[src/rtl/uart_pkg.sv]
// Shared UART constants: default baud divisor, oversampling rate and RX sample phase.
package uart_pkg;

    localparam logic [15:0] STD_DIVISOR     = 16'd10;
    localparam int unsigned OVERSAMPLE_RATE = 16;
    localparam int unsigned RX_SAMPLE_PHASE = OVERSAMPLE_RATE / 2 - 1;

    // Mid-bit phase for an arbitrary oversampling rate.
    function automatic int unsigned rx_sample_phase(input int unsigned oversample);
        return oversample / 2 - 1;
    endfunction

endpackage

[src/rtl/tick_phase_counter.sv]
// Counts oversampling ticks within one bit period and flags the last tick of the bit.
module tick_phase_counter #(
    parameter  int unsigned OVERSAMPLE = 16,
    localparam int unsigned PhaseW     = $clog2(OVERSAMPLE)
) (
    input  logic              clk_i,
    input  logic              rst_n_i,
    input  logic              enable_i,
    input  logic              clear_i,
    input  logic              tick_i,
    output logic [PhaseW-1:0] phase_o,
    output logic              wrap_o
);

    localparam logic [PhaseW-1:0] PhaseMax = PhaseW'(OVERSAMPLE - 1);

    logic [PhaseW-1:0] phase_q, phase_d;

    // OVERSAMPLE is a power of two, so the natural overflow is the wrap.
    always_comb begin
        phase_d = phase_q;
        if (clear_i || !enable_i) begin
            phase_d = '0;
        end else if (tick_i) begin
            phase_d = phase_q + PhaseW'(1);
        end
    end

    always_ff @(posedge clk_i or negedge rst_n_i) begin
        if (!rst_n_i) begin
            phase_q <= '0;
        end else begin
            phase_q <= phase_d;
        end
    end

    assign phase_o = phase_q;
    assign wrap_o  = enable_i & ~clear_i & tick_i & (phase_q == PhaseMax);

endmodule

[src/rtl/baud_rate_generator.sv]
// Divides the system clock into oversampling, TX bit and RX sample/bit-end strobes.
module baud_rate_generator
    import uart_pkg::*;
#(
    parameter int unsigned OVERSAMPLE = OVERSAMPLE_RATE
) (
    input  logic        clk_i,
    input  logic        rst_n_i,
    input  logic [15:0] divisor_i,
    input  logic        reset_bd_gen_i,
    input  logic        tx_enable_i,
    input  logic        rx_enable_i,
    input  logic        rx_resync_i,
    output logic        ov_tick_o,
    output logic        tx_tick_o,
    output logic        rx_sample_o,
    output logic        rx_bit_end_o,
    output logic [15:0] active_divisor_o
);

    localparam int unsigned       PhaseW      = $clog2(OVERSAMPLE);
    localparam logic [PhaseW-1:0] SamplePhase = PhaseW'(rx_sample_phase(OVERSAMPLE));

    logic [15:0]       active_div_q, active_div_d;
    logic [15:0]       div_cnt_q, div_cnt_d;
    logic              ov_ev;
    logic              rx_clear;
    logic [PhaseW-1:0] tx_phase, rx_phase;
    logic              tx_wrap, rx_wrap;
    logic              ov_tick_q, tx_tick_q, rx_sample_q, rx_bit_end_q;
    logic              ov_tick_d, tx_tick_d, rx_sample_d, rx_bit_end_d;
    logic              unused_tx_phase;

    assign ov_ev = (active_div_q != '0) && (div_cnt_q == active_div_q - 16'd1);

    // New divisors are only picked up at a period boundary, so periods are never cut short.
    always_comb begin
        active_div_d = active_div_q;
        div_cnt_d    = div_cnt_q + 16'd1;
        if (reset_bd_gen_i || ov_ev) begin
            active_div_d = divisor_i;
            div_cnt_d    = '0;
        end else if (active_div_q == '0) begin
            div_cnt_d = '0;
        end
    end

    assign rx_clear = reset_bd_gen_i | rx_resync_i;

    tick_phase_counter #(
        .OVERSAMPLE(OVERSAMPLE)
    ) u_tx_phase (
        .clk_i   (clk_i),
        .rst_n_i (rst_n_i),
        .enable_i(tx_enable_i),
        .clear_i (reset_bd_gen_i),
        .tick_i  (ov_ev),
        .phase_o (tx_phase),
        .wrap_o  (tx_wrap)
    );

    tick_phase_counter #(
        .OVERSAMPLE(OVERSAMPLE)
    ) u_rx_phase (
        .clk_i   (clk_i),
        .rst_n_i (rst_n_i),
        .enable_i(rx_enable_i),
        .clear_i (rx_clear),
        .tick_i  (ov_ev),
        .phase_o (rx_phase),
        .wrap_o  (rx_wrap)
    );

    assign unused_tx_phase = ^tx_phase;

    always_comb begin
        ov_tick_d    = ov_ev & ~reset_bd_gen_i;
        tx_tick_d    = tx_wrap;
        rx_sample_d  = ov_ev & rx_enable_i & ~rx_clear & (rx_phase == SamplePhase);
        rx_bit_end_d = rx_wrap;
    end

    always_ff @(posedge clk_i or negedge rst_n_i) begin
        if (!rst_n_i) begin
            active_div_q <= STD_DIVISOR;
            div_cnt_q    <= '0;
            ov_tick_q    <= 1'b0;
            tx_tick_q    <= 1'b0;
            rx_sample_q  <= 1'b0;
            rx_bit_end_q <= 1'b0;
        end else begin
            active_div_q <= active_div_d;
            div_cnt_q    <= div_cnt_d;
            ov_tick_q    <= ov_tick_d;
            tx_tick_q    <= tx_tick_d;
            rx_sample_q  <= rx_sample_d;
            rx_bit_end_q <= rx_bit_end_d;
        end
    end

    assign ov_tick_o        = ov_tick_q;
    assign tx_tick_o        = tx_tick_q;
    assign rx_sample_o      = rx_sample_q;
    assign rx_bit_end_o     = rx_bit_end_q;
    assign active_divisor_o = active_div_q;

endmodule

[config.mk]
export PLATFORM = sky130hd
export DESIGN_NAME = baud_rate_generator
export DESIGN_NICKNAME = d
export VERILOG_FILES = /design/src/rtl/uart_pkg.sv /design/src/rtl/tick_phase_counter.sv /design/src/rtl/baud_rate_generator.sv
export SDC_FILE = /design/constraint.sdc
export NUM_CORES = 1
export LEC_CHECK = 0
export CORE_UTILIZATION = 29
export CTS_BUF_LIST = sky130_fd_sc_hd__clkbuf_4 sky130_fd_sc_hd__clkbuf_8 sky130_fd_sc_hd__clkbuf_16
export DETAILED_ROUTE_END_ITERATION = 12
export PLACE_DENSITY_LB_ADDON = 0.12
export SYNTH_ARGS = -nofsm -noshare
export SYNTH_HDL_FRONTEND = slang
export SYNTH_HIERARCHICAL = 1
export SYNTH_SLANG_ARGS = --single-unit
[constraint.sdc]
create_clock -name clk_i -period 5.7 [get_ports clk_i]
set_clock_uncertainty 0.2 [all_clocks]
set_input_delay 1.14 -clock clk_i [delete_from_list [all_inputs] [get_ports clk_i]]
set_output_delay 1.14 -clock clk_i [all_outputs]
set_load 0.05 [all_outputs]
==> out/qor.csv <==
metric,value,unit
run status,"finished, final reports clean",
H-tree levels,2,
Worst-path clk slew,0.09,ns
number of global-route vias before repair,1996,
Finished Layout Cells,402,
n_diodes,0,
synthesized flop and latch total,44,
Fin. Hold Viols,0,
Fin Setup TNS,0,ns
sum of buffers and inverters on the critical path,2,
drt drc,0,
post-route ant nets,0,
"delay-heaviest family, CP",simple AND/OR/NAND/NOR gates,
Pwr per Cell Area,238,mW/mm²
Netlist cell types,50,
io pins,42,
hold buffers post-CTS,0,
R2R Setup Slk,1.73,ns
slowest cell on the critical path,or4b_1,
Crit. End Element,flip-flop,
Least-Margin Pin Slew,0.996,ns
global-route wire length before repair,10200,µm
CTS resizes,0,
Die Span Y,98.2,µm
gr ovfl total,0,
crit-path max cell delay,0.57,ns
Post-CTS Setup Bufs,0,
"worst slack, placed",1.64,ns
fillcell total,913,
compound-cell area share of the yosys netlist,6.80,%
number of buffers created by CTS,5,
Cells after Synth,255,
CTS tree,built,
crit path max fanout,17,
Final Cell Area,0.00329,mm²
DRT Pass-1 Iters,4,
Buffers on Ports,41,
post-layout util,37.2,%
XOR/XNOR Fraction of Synth Area,11.7,%
DP Area,0.00317,mm²
post-route worst setup slack,1.73,ns
number of synthesized flops with an enable pin,0,
Synth Flop Type,dfrtp_1,
largest family of logic cells by synthesized area,simple AND/OR/NAND/NOR gates,
Synth Area in Simple Gates,25.8,%
die span in x,98.2,µm
placed insts,394,
Multi-input gate area,0.00151,mm²
multiplexer share of the synthesized area,9.59,%
proportion of layout cells with a drive suffix above 1,11.9,%
fin. max-slew vios,0,
CTS Root Cell,clkbuf_8,
critical path type,flip-flop to flip-flop,
startpoint types,flip-flop,
fraction of registers with async set/reset,100,%
post-synthesis sequential area ratio,41.1,%
fin crit period,3.97,ns
via count,2010,
synthesized area,0.00269,mm²
min-delay worst type,flip-flop to flip-flop,
Post-Synth Adder-Cell Area,2.33,%
RSZ-0062 raised after global routing,no,
initial antenna violation count,0,
Initial DRC Count,99,
"Setup violations, final",0,
Area Growth Syn to Fin,22.5,%
worst endpoint required time,5.69,ns
DP HPWL,4480,µm
Slew HR,33.6,%
Initial Utilization,30.4,%
final wirelength,6070,µm
worst reg-to-reg path cell count,10,
Worst Hold Depth,2,
Lkg Pwr,1.41,nW
die area,0.00965,mm²
register area,0.00110,mm²
Mean Syn Cell Area,10.5,µm²
placer congestion estimate,0.748,
maximum vdd drop,103,µV
Syn Nets,282,
vias per cell,5.00,
# clock sinks,44,
All-Layer GR Usage,13.4,%
Rows,34,
worst-skew pair later-pin latency,0.30,ns
Nets,320,
largest net degree at the start of global routing,45,
Max Clk Rate,252,MHz
Core ar.,0.00885,mm²
period utilisation layout,69.6,%
Critical Path AT,3.96,ns
Crit. path cell count,10,
Max Cap Viol,0,
CP Cell Sequence,inv_1 > ha_1 > nor3b_2 > nand3_1 > or4b_1 > a32oi_1 > nand4_1 > inv_1 > nand4_1 > mux2i_1,
clock buffer depth,2,
number of synthesis warnings,6,
routed len/inst,15.1,µm
-- routing by layer --
| layer | global-route usage (%) | vias up | wire length (µm) |
|---|---|---|---|
| li1 | - | 1001 | - |
| met1 | 19.0 | 988 | 3080 |
| met2 | 21.0 | 19 | 2820 |
| met3 | 2.36 | 2 | 136 |
| met4 | 3.44 | 0 | 41 |
| met5 | 0 | - | 0 |
-- report_power, final --
group / internal [mW] / total (mW) / switching (mW)
logic: 0.0740 / 0.165 / 0.0912
registers: 0.326 / 0.355 / 0.0294
clock network: 0.144 / 0.262 / 0.118
total: 0.544 / 0.783 / 0.239
-- stage by stage --
step / hold WS (ns) / total power [mW]
after floorplan: 0.313 / 0.466
after global placement: 0.357 / 0.529
after detailed placement: 0.354 / 0.528
after CTS: 0.367 / 0.796
after global routing: 0.392 / 0.819
final: 0.362 / 0.783
-- state kept, by name (all words and copies together) (netlist names) --
register / cells
u_rx_phase/phase_o: 4
rx_sample_o: 1
div_cnt_q: 16
rx_bit_end_o: 1
u_tx_phase/phase_o: 4
active_divisor_o: 16
ov_tick_o: 1
tx_tick_o: 1
-- cells in the mapped netlist, types with 3 or more instances --
| cell | n | share of area (%) |
|---|---|---|
| nand4_1 | 6 | 1.4 |
| inv_1 | 4 | 0.56 |
| ha_1 | 5 | 2.3 |
| nor2_1 | 16 | 2.2 |
| a21oi_1 | 7 | 1.3 |
| nand2_1 | 11 | 1.5 |
| clkbuf_1 | 4 | 0.56 |
| nand3b_1 | 6 | 1.7 |
| or4_1 | 4 | 1.1 |
| xnor2_1 | 23 | 7.5 |
| nor3_1 | 4 | 0.75 |
| mux2_4 | 10 | 5.6 |
| buf_2 | 4 | 0.75 |
| and3_1 | 22 | 5.1 |
| xor2_1 | 13 | 4.2 |
| mux2i_1 | 4 | 1.5 |
| nand2b_1 | 3 | 0.70 |
| mux2_2 | 6 | 2.5 |
| dfrtp_1 | 42 | 39 |
| nor4_1 | 10 | 2.3 |
| nand3_1 | 14 | 2.6 |
-- cell type report --
cell class,instances,area share (%)
multi-input combinational,197,45.9
sequential,44,33.5
clock buffer,6,2.51
inverter,4,0.456
clock inverter,2,1.18
timing repair buffer,41,12.3
tap,108,4.11
-- placed cells by master (no fill, tap or decap), types with 2 or more instances in the layout --
master / count
mux2_4: 10
and3_1: 22
clkdlybuf4s50_1: 40
or2b_1: 2
nor3_1: 4
clkbuf_8: 6
nand2_1: 11
or3_1: 2
a21oi_1: 7
nand2b_1: 3
mux2i_1: 4
or4_1: 4
nor4b_1: 2
nor2_1: 16
nand4_1: 6
xor2_1: 13
or2_2: 2
dfrtp_1: 42
xnor2_1: 23
inv_1: 4
or3b_1: 2
nand3_1: 14
ha_1: 5
nor4_1: 10
mux2_2: 6
or4b_1: 2
dfstp_2: 2
nand3b_1: 6
-- worst register-to-register path, stage by stage (launching register included) --
cell	delay (ns)
dfrtp_1	0.44
inv_1	0.10
ha_1	0.22
nor3b_2	0.40
nand3_1	0.18
or4b_1	0.57
a32oi_1	0.35
nand4_1	0.54
inv_1	0.55
nand4_1	0.18
mux2i_1	0.15
-- worst paths after layout --
path,startpoint,end
worst min-delay path,u_tx_phase/phase_o[3]$_DFFE_PN0P_,tx_tick_o$_DFF_PN0_
worst max register to register,active_divisor_o[0]$_DFFE_PN0N_,u_rx_phase/phase_o[3]$_DFFE_PN0P_
worst max-delay path,active_divisor_o[0]$_DFFE_PN0N_,u_rx_phase/phase_o[3]$_DFFE_PN0P_
max in group asynchronous,rst_n_i,div_cnt_q[10]$_DFF_PN0_
worst min register to register,u_tx_phase/phase_o[3]$_DFFE_PN0P_,tx_tick_o$_DFF_PN0_
min in group asynchronous,rst_n_i,active_divisor_o[7]$_DFFE_PN0N_
-- logic make-up after synthesis --
| logic type | after synthesis |
|---|---|
| and+or+nand+nor | 114 |
| xor gates and xnor gates | 36 |
| buffers and inverters | 14 |
| adders and majority gates | 5 |
| AOI/OAI and AO/OA | 22 |
| DFF | 44 |
| muxes | 20 |
No activity file was read; power rests on OpenSTA's default activity.
